`config.mk`:
```
export PLATFORM = sky130hd
export DESIGN_NAME = pc_strobe_sequencer_flat
export DESIGN_NICKNAME = d
export VERILOG_FILES = /design/src/rtl/pc_strobe_sequencer_if.sv /design/src/rtl/pc_strobe_sequencer.sv /design/src/flat_wrapper.sv
export SDC_FILE = /design/constraint.sdc
export NUM_CORES = 1
export LEC_CHECK = 0
export CAP_MARGIN = 25
export CORE_UTILIZATION = 48
export DETAILED_ROUTE_END_ITERATION = 8
export GPL_ROUTABILITY_DRIVEN = 0
export PLACE_DENSITY = 0.91
export SLEW_MARGIN = 25
export SYNTH_ARGS = -nofsm -noshare
export SYNTH_HDL_FRONTEND = slang
export SYNTH_SLANG_ARGS = --single-unit
```
`constraint.sdc`:
```
create_clock -name Clk -period 4.5 [get_ports Clk]
set_clock_uncertainty 0.2 [all_clocks]
set_input_delay 1.125 -clock Clk [delete_from_list [all_inputs] [get_ports Clk]]
set_output_delay 1.125 -clock Clk [all_outputs]
set_load 0.01 [all_outputs]
```
`src/rtl/pc_strobe_sequencer_if.sv`:
```
// pc_strobe_sequencer_if: request/handshake and counter-strobe bundle
// between instruction decode, the sequencer and the PC counter devices.
interface pc_strobe_sequencer_if #(
    parameter int ADDR_WIDTH = 16
);
    logic                  Req_clr;
    logic                  Req_load;
    logic                  Req_inc;
    logic [ADDR_WIDTH-1:0] Load_addr;
    logic                  Busy;
    logic                  Done;
    logic [ADDR_WIDTH-1:0] PC_data;
    logic                  CCK;
    logic                  CCKEN;
    logic                  CCLR_bar;
    logic                  RCK;
    logic                  RCKEN_bar;
    logic                  CLOAD_bar;

    modport master (
        output Req_clr,
        output Req_load,
        output Req_inc,
        output Load_addr,
        input  Busy,
        input  Done,
        input  PC_data,
        input  CCK,
        input  CCKEN,
        input  CCLR_bar,
        input  RCK,
        input  RCKEN_bar,
        input  CLOAD_bar
    );

    modport slave (
        input  Req_clr,
        input  Req_load,
        input  Req_inc,
        input  Load_addr,
        output Busy,
        output Done,
        output PC_data,
        output CCK,
        output CCKEN,
        output CCLR_bar,
        output RCK,
        output RCKEN_bar,
        output CLOAD_bar
    );
endinterface

```
`src/rtl/pc_strobe_sequencer.sv`:
```
// pc_strobe_sequencer: turns clear/increment/load requests into ordered,
// flop-driven strobes for two cascaded 8-bit counter/register devices.
module pc_strobe_sequencer #(
    parameter int ADDR_WIDTH = 16,
    parameter int HOLD       = 1
) (
    input  logic                 Clk,
    input  logic                 Clear_bar,
    pc_strobe_sequencer_if.slave bus
);
    typedef enum logic [3:0] {
        IDLE,
        CLR_SETUP,
        CLR_CLK,
        INC_SETUP,
        INC_CLK,
        LD_SETUP,
        LD_RCK,
        LD_CLOW,
        DONE
    } state_t;

    localparam logic [3:0] HOLD_LAST = 4'(HOLD - 1);

    state_t                state;
    logic [3:0]            hold_cnt;
    logic [ADDR_WIDTH-1:0] pc_data_q;
    logic                  busy_q;
    logic                  done_q;
    logic                  cck_q;
    logic                  ccken_q;
    logic                  cclr_bar_q;
    logic                  rck_q;
    logic                  rcken_bar_q;
    logic                  cload_bar_q;
    logic                  take_clr;
    logic                  take_load;
    logic                  take_inc;

    // Fixed-priority decode made one-hot so the IDLE dispatch stays unique
    always_comb begin
        take_clr  = bus.Req_clr;
        take_load = !bus.Req_clr && bus.Req_load;
        take_inc  = !bus.Req_clr && !bus.Req_load && bus.Req_inc;
    end

    // Sequencer: every strobe is a flop, defaulting to inactive each cycle
    always_ff @(posedge Clk or negedge Clear_bar) begin
        if (!Clear_bar) begin
            state       <= IDLE;
            hold_cnt    <= '0;
            pc_data_q   <= '0;
            busy_q      <= 1'b0;
            done_q      <= 1'b0;
            cck_q       <= 1'b0;
            ccken_q     <= 1'b0;
            cclr_bar_q  <= 1'b1;
            rck_q       <= 1'b0;
            rcken_bar_q <= 1'b1;
            cload_bar_q <= 1'b1;
        end else begin
            busy_q      <= 1'b1;
            done_q      <= 1'b0;
            cck_q       <= 1'b0;
            ccken_q     <= 1'b0;
            cclr_bar_q  <= 1'b1;
            rck_q       <= 1'b0;
            rcken_bar_q <= 1'b1;
            cload_bar_q <= 1'b1;
            unique case (state)
                IDLE: begin
                    unique case (1'b1)
                        take_clr: begin
                            state      <= CLR_SETUP;
                            cclr_bar_q <= 1'b0;
                        end
                        take_load: begin
                            state       <= LD_SETUP;
                            pc_data_q   <= bus.Load_addr;
                            rcken_bar_q <= 1'b0;
                        end
                        take_inc: begin
                            state   <= INC_SETUP;
                            ccken_q <= 1'b1;
                        end
                        default: begin
                            busy_q <= 1'b0;
                        end
                    endcase
                end
                CLR_SETUP: begin
                    state      <= CLR_CLK;
                    cclr_bar_q <= 1'b0;
                    cck_q      <= 1'b1;
                end
                CLR_CLK: begin
                    state  <= DONE;
                    done_q <= 1'b1;
                end
                INC_SETUP: begin
                    state   <= INC_CLK;
                    ccken_q <= 1'b1;
                    cck_q   <= 1'b1;
                end
                INC_CLK: begin
                    state  <= DONE;
                    done_q <= 1'b1;
                end
                LD_SETUP: begin
                    state       <= LD_RCK;
                    rcken_bar_q <= 1'b0;
                    rck_q       <= 1'b1;
                end
                LD_RCK: begin
                    state       <= LD_CLOW;
                    cload_bar_q <= 1'b0;
                    hold_cnt    <= HOLD_LAST;
                end
                LD_CLOW: begin
                    if (hold_cnt == 4'd0) begin
                        state  <= DONE;
                        done_q <= 1'b1;
                    end else begin
                        hold_cnt    <= hold_cnt - 4'd1;
                        cload_bar_q <= 1'b0;
                    end
                end
                DONE: begin
                    state  <= IDLE;
                    busy_q <= 1'b0;
                end
                default: begin
                    state  <= IDLE;
                    busy_q <= 1'b0;
                end
            endcase
        end
    end

    assign bus.Busy      = busy_q;
    assign bus.Done      = done_q;
    assign bus.PC_data   = pc_data_q;
    assign bus.CCK       = cck_q;
    assign bus.CCKEN     = ccken_q;
    assign bus.CCLR_bar  = cclr_bar_q;
    assign bus.RCK       = rck_q;
    assign bus.RCKEN_bar = rcken_bar_q;
    assign bus.CLOAD_bar = cload_bar_q;
endmodule

```
`src/flat_wrapper.sv`:
```
// flat-port wrapper written by rule: the top's interface ports become plain ports
module pc_strobe_sequencer_flat 
#(
    parameter int ADDR_WIDTH = 16,
    parameter int HOLD       = 1
)
  (Clk, Clear_bar, bus_Req_clr, bus_Req_load, bus_Req_inc, bus_Load_addr, bus_Busy, bus_Done, bus_PC_data, bus_CCK, bus_CCKEN, bus_CCLR_bar, bus_RCK, bus_RCKEN_bar, bus_CLOAD_bar);
  pc_strobe_sequencer_if #(.ADDR_WIDTH(ADDR_WIDTH)) bus_i ();
  input  logic Clk;
  input  logic Clear_bar;
  input wire logic [$bits(bus_i.Req_clr)-1:0] bus_Req_clr;
  input wire logic [$bits(bus_i.Req_load)-1:0] bus_Req_load;
  input wire logic [$bits(bus_i.Req_inc)-1:0] bus_Req_inc;
  input wire logic [$bits(bus_i.Load_addr)-1:0] bus_Load_addr;
  output wire logic [$bits(bus_i.Busy)-1:0] bus_Busy;
  output wire logic [$bits(bus_i.Done)-1:0] bus_Done;
  output wire logic [$bits(bus_i.PC_data)-1:0] bus_PC_data;
  output wire logic [$bits(bus_i.CCK)-1:0] bus_CCK;
  output wire logic [$bits(bus_i.CCKEN)-1:0] bus_CCKEN;
  output wire logic [$bits(bus_i.CCLR_bar)-1:0] bus_CCLR_bar;
  output wire logic [$bits(bus_i.RCK)-1:0] bus_RCK;
  output wire logic [$bits(bus_i.RCKEN_bar)-1:0] bus_RCKEN_bar;
  output wire logic [$bits(bus_i.CLOAD_bar)-1:0] bus_CLOAD_bar;
  assign bus_i.Req_clr = bus_Req_clr;
  assign bus_i.Req_load = bus_Req_load;
  assign bus_i.Req_inc = bus_Req_inc;
  assign bus_i.Load_addr = bus_Load_addr;
  assign bus_Busy = bus_i.Busy;
  assign bus_Done = bus_i.Done;
  assign bus_PC_data = bus_i.PC_data;
  assign bus_CCK = bus_i.CCK;
  assign bus_CCKEN = bus_i.CCKEN;
  assign bus_CCLR_bar = bus_i.CCLR_bar;
  assign bus_RCK = bus_i.RCK;
  assign bus_RCKEN_bar = bus_i.RCKEN_bar;
  assign bus_CLOAD_bar = bus_i.CLOAD_bar;
  pc_strobe_sequencer #(.ADDR_WIDTH(ADDR_WIDTH), .HOLD(HOLD)) u_core (.Clk(Clk), .Clear_bar(Clear_bar), .bus(bus_i));
endmodule
```
==> results.cfg <==
[cts]
cts_sinks = 32
cts-root-buf = clkbuf_4
cts_tree = yes
clkTransAtPathRegs_ns = 0.09
insertion_delay_ns = 0.33
cts_made_buffers = 5
cts_hold_buf = 0
h-tree-depth = 2
cts_setup_buffers = 0
cts_resized = 0
clk_path_buf_depth = 2

[pwr]
cellLeakagePower_nw = 0.8460
p_total_mw = 1.223
powerDensity_nw_per_um2 = 626.7
ir_drop_uv = 464.4

[global_routing]
grt_pass1_vias = 1083
grtUsageTotal = 0.1959
grt_max_degree = 33
antenna_found_initial = 0
grt_overflow = 0
grt_pass1_wl_mm = 4.643

[route]
routed_via_density = 5.432
drcViolationCount = 0
routed_wirelength_mm = 2.673
vias = 994
first_iter_violations = 24
ant_nets = 0
post_drt_wl_per_cell_um = 14.61
firstDrtPassIters = 4

[synth]
synth_area_leaders = dfrtp_1, mux2_4, mux2_2, dfstp_2, nor3_1
yosysWarningCount = 0
synth_area_leader_cell = dfrtp_1
synthFlopType = dfrtp_1
synth_cell_types = 36
synth-seq-area-share = 0.5751
yosys.area.top_type_share = 0.5188
syn_inst = 104
ys_ff_latch = 32
synthArstFlopShare = 1.000
synth_nets = 126
synth_area_um2 = 1399
syn_area_per_cell_um2 = 13.45
synth_edf_count = 0

[worst_setup_path]
rr_worst_depth = 3
cp_num_buf_inv = 1
critPathCaptureType = output port
endpoint = bus_CCLR_bar
start_kind = register
r2r_start = u_core.state[0]
crit_family = buffers and inverters
cpPeakStageDelay_ns = 0.55
r2r_end = u_core.bus.PC_data[15]
critPathMaxFanout = 1
r2r_slack_ns = 2.54
crit_cells = 1
cp_cell_sequence = clkdlybuf4s50_1
crit_path_top_delay_cell = clkdlybuf4s50_1
cp_data_required_time_ns = 3.17
crit_arrival_ns = 1.40
path_class = register to output port
cp-startpoint = u_core.bus.CCLR_bar

[floorplanning]
rows = 19
initial_core_util = 0.5073
die_w_um = 55.99
die_area_um2 = 3134
die_h_um = 55.99
io_pins = 45
core-area_um2 = 2758

[placement]
dp_hpwl_mm = 2.007
port_buffers = 44
post-place-ws_ns = 1.770
dp_cells = 175
placed_area_um2 = 1857

[timing]
max_slew_margin = 0.6693
slew_violations = 0
hold-worst-slack_ns = 0.3201
hold_violations = 0
final.setup.tns_ns = 0
setup_ws_ns = 1.771
clock.fmax_ghz = 0.3665
worstMarginPinSlew_ns = 0.4961
finalSetupViolCount = 0
final.min_clock_period_ns = 2.729
period_share = 0.6064
rsz0062_at_grt = false

[final_layout]
antennaDiodeCount = 0
syn2layout_area_growth_pct = 39.53
drive_above_1_share = 0.2105
instances_no_fill = 183
fin_area_um2 = 1952
finalNetCount = 173
multi_input_area_um2 = 550.5
final_util = 0.7078
fillers = 196
register_area_um2 = 804.5

[run_status]
status = completed

[hold_path]
hold_path.class = register to register

[run]
drv_cap = 0
cells in the final DEF (no fill, tap or decap), types with 3 or more instances in the layout:
cell type,netlist,routed
nand2_1,4,4
dfrtp_1,29,29
inv_1,4,4
clkdlybuf4s50_1,0,44
nor2_1,5,5
clkbuf_4,0,5
mux2_2,8,8
dfstp_2,3,3
nor3_1,5,5
a21oi_1,3,3
mux2_4,8,8
layout make-up:
cell class              instances  share of cell area
well taps                      31             0.01987
flip-flops and latches         32              0.4122
repair buffers                 45              0.2295
clock buffers                   7             0.03333
clock inverters                 1             0.01538
inverters                       4            0.007692
multi-input cells              63              0.2821
logic make-up (layout without fill, tap and decap cells):
group / count (synthesis) / count (layout) / share of synthesized area
and+or+nand+nor: 31 / 31 / 0.1512
AOI/OAI and AO/OA: 14 / 14 / 0.07694
xor gates and xnor gates: 1 / 1 / 0.006262
buffers and inverters: 9 / 57 / 0.03130
muxes: 16 / 16 / 0.1503
adders and majority gates: 1 / 1 / 0.008943
DFF: 32 / 32 / 0.5751
per-layer routing:
layer | up-vias | wire length, um | global-route usage
met5 | - | 0 | 0
met4 | 0 | 60 | 0.08711
li1 | 478 | - | -
met2 | 26 | 1410 | 0.3180
met3 | 7 | 109 | 0.06279
met1 | 483 | 1093 | 0.2391
Yosys cell counts, types with 2 or more instances:
master	instances
dfrtp_1	29
mux2_2	8
mux2_4	8
nor2_1	5
nor3_1	5
inv_1	4
nand2_1	4
a21oi_1	3
dfstp_2	3
buf_2	2
clkbuf_1	2
nand2b_1	2
nand3_1	2
nor4b_1	2
o311ai_0	2
o41ai_1	2
or4_1	2
worst min-delay path by stage:
| stage | start | end | slack (ns) | depth (start not counted) |
|---|---|---|---|---|
| after floorplan | u_core.hold_cnt[3] | u_core.hold_cnt[3] | 0.30 | 1 |
| final | u_core.bus.PC_data[9] | u_core.bus.PC_data[9] | 0.32 | 1 |
| after CTS | u_core.bus.PC_data[9] | u_core.bus.PC_data[9] | 0.32 | 1 |
| after global routing | u_core.bus.PC_data[6] | u_core.bus.PC_data[6] | 0.34 | 1 |
| after detailed placement | u_core.bus.PC_data[12] | u_core.bus.PC_data[12] | 0.30 | 1 |
| after global placement | u_core.bus.PC_data[5] | u_core.bus.PC_data[5] | 0.29 | 1 |
registers in the layout, summed over array words and instances (netlist names):
register / count
u_core.bus.RCK: 1
u_core.bus.Done: 1
u_core.bus.RCKEN_bar: 1
u_core.state: 4
u_core.bus.PC_data: 16
u_core.hold_cnt: 4
u_core.bus.CLOAD_bar: 1
u_core.bus.CCK: 1
u_core.bus.CCLR_bar: 1
u_core.bus.Busy: 1
u_core.bus.CCKEN: 1
power breakdown:
part	switching [mW]	internal, mW
clock	0.0910	0.147
combinational	0.172	0.309
sequential	0.103	0.401
Power figures use the tool's default switching activity.
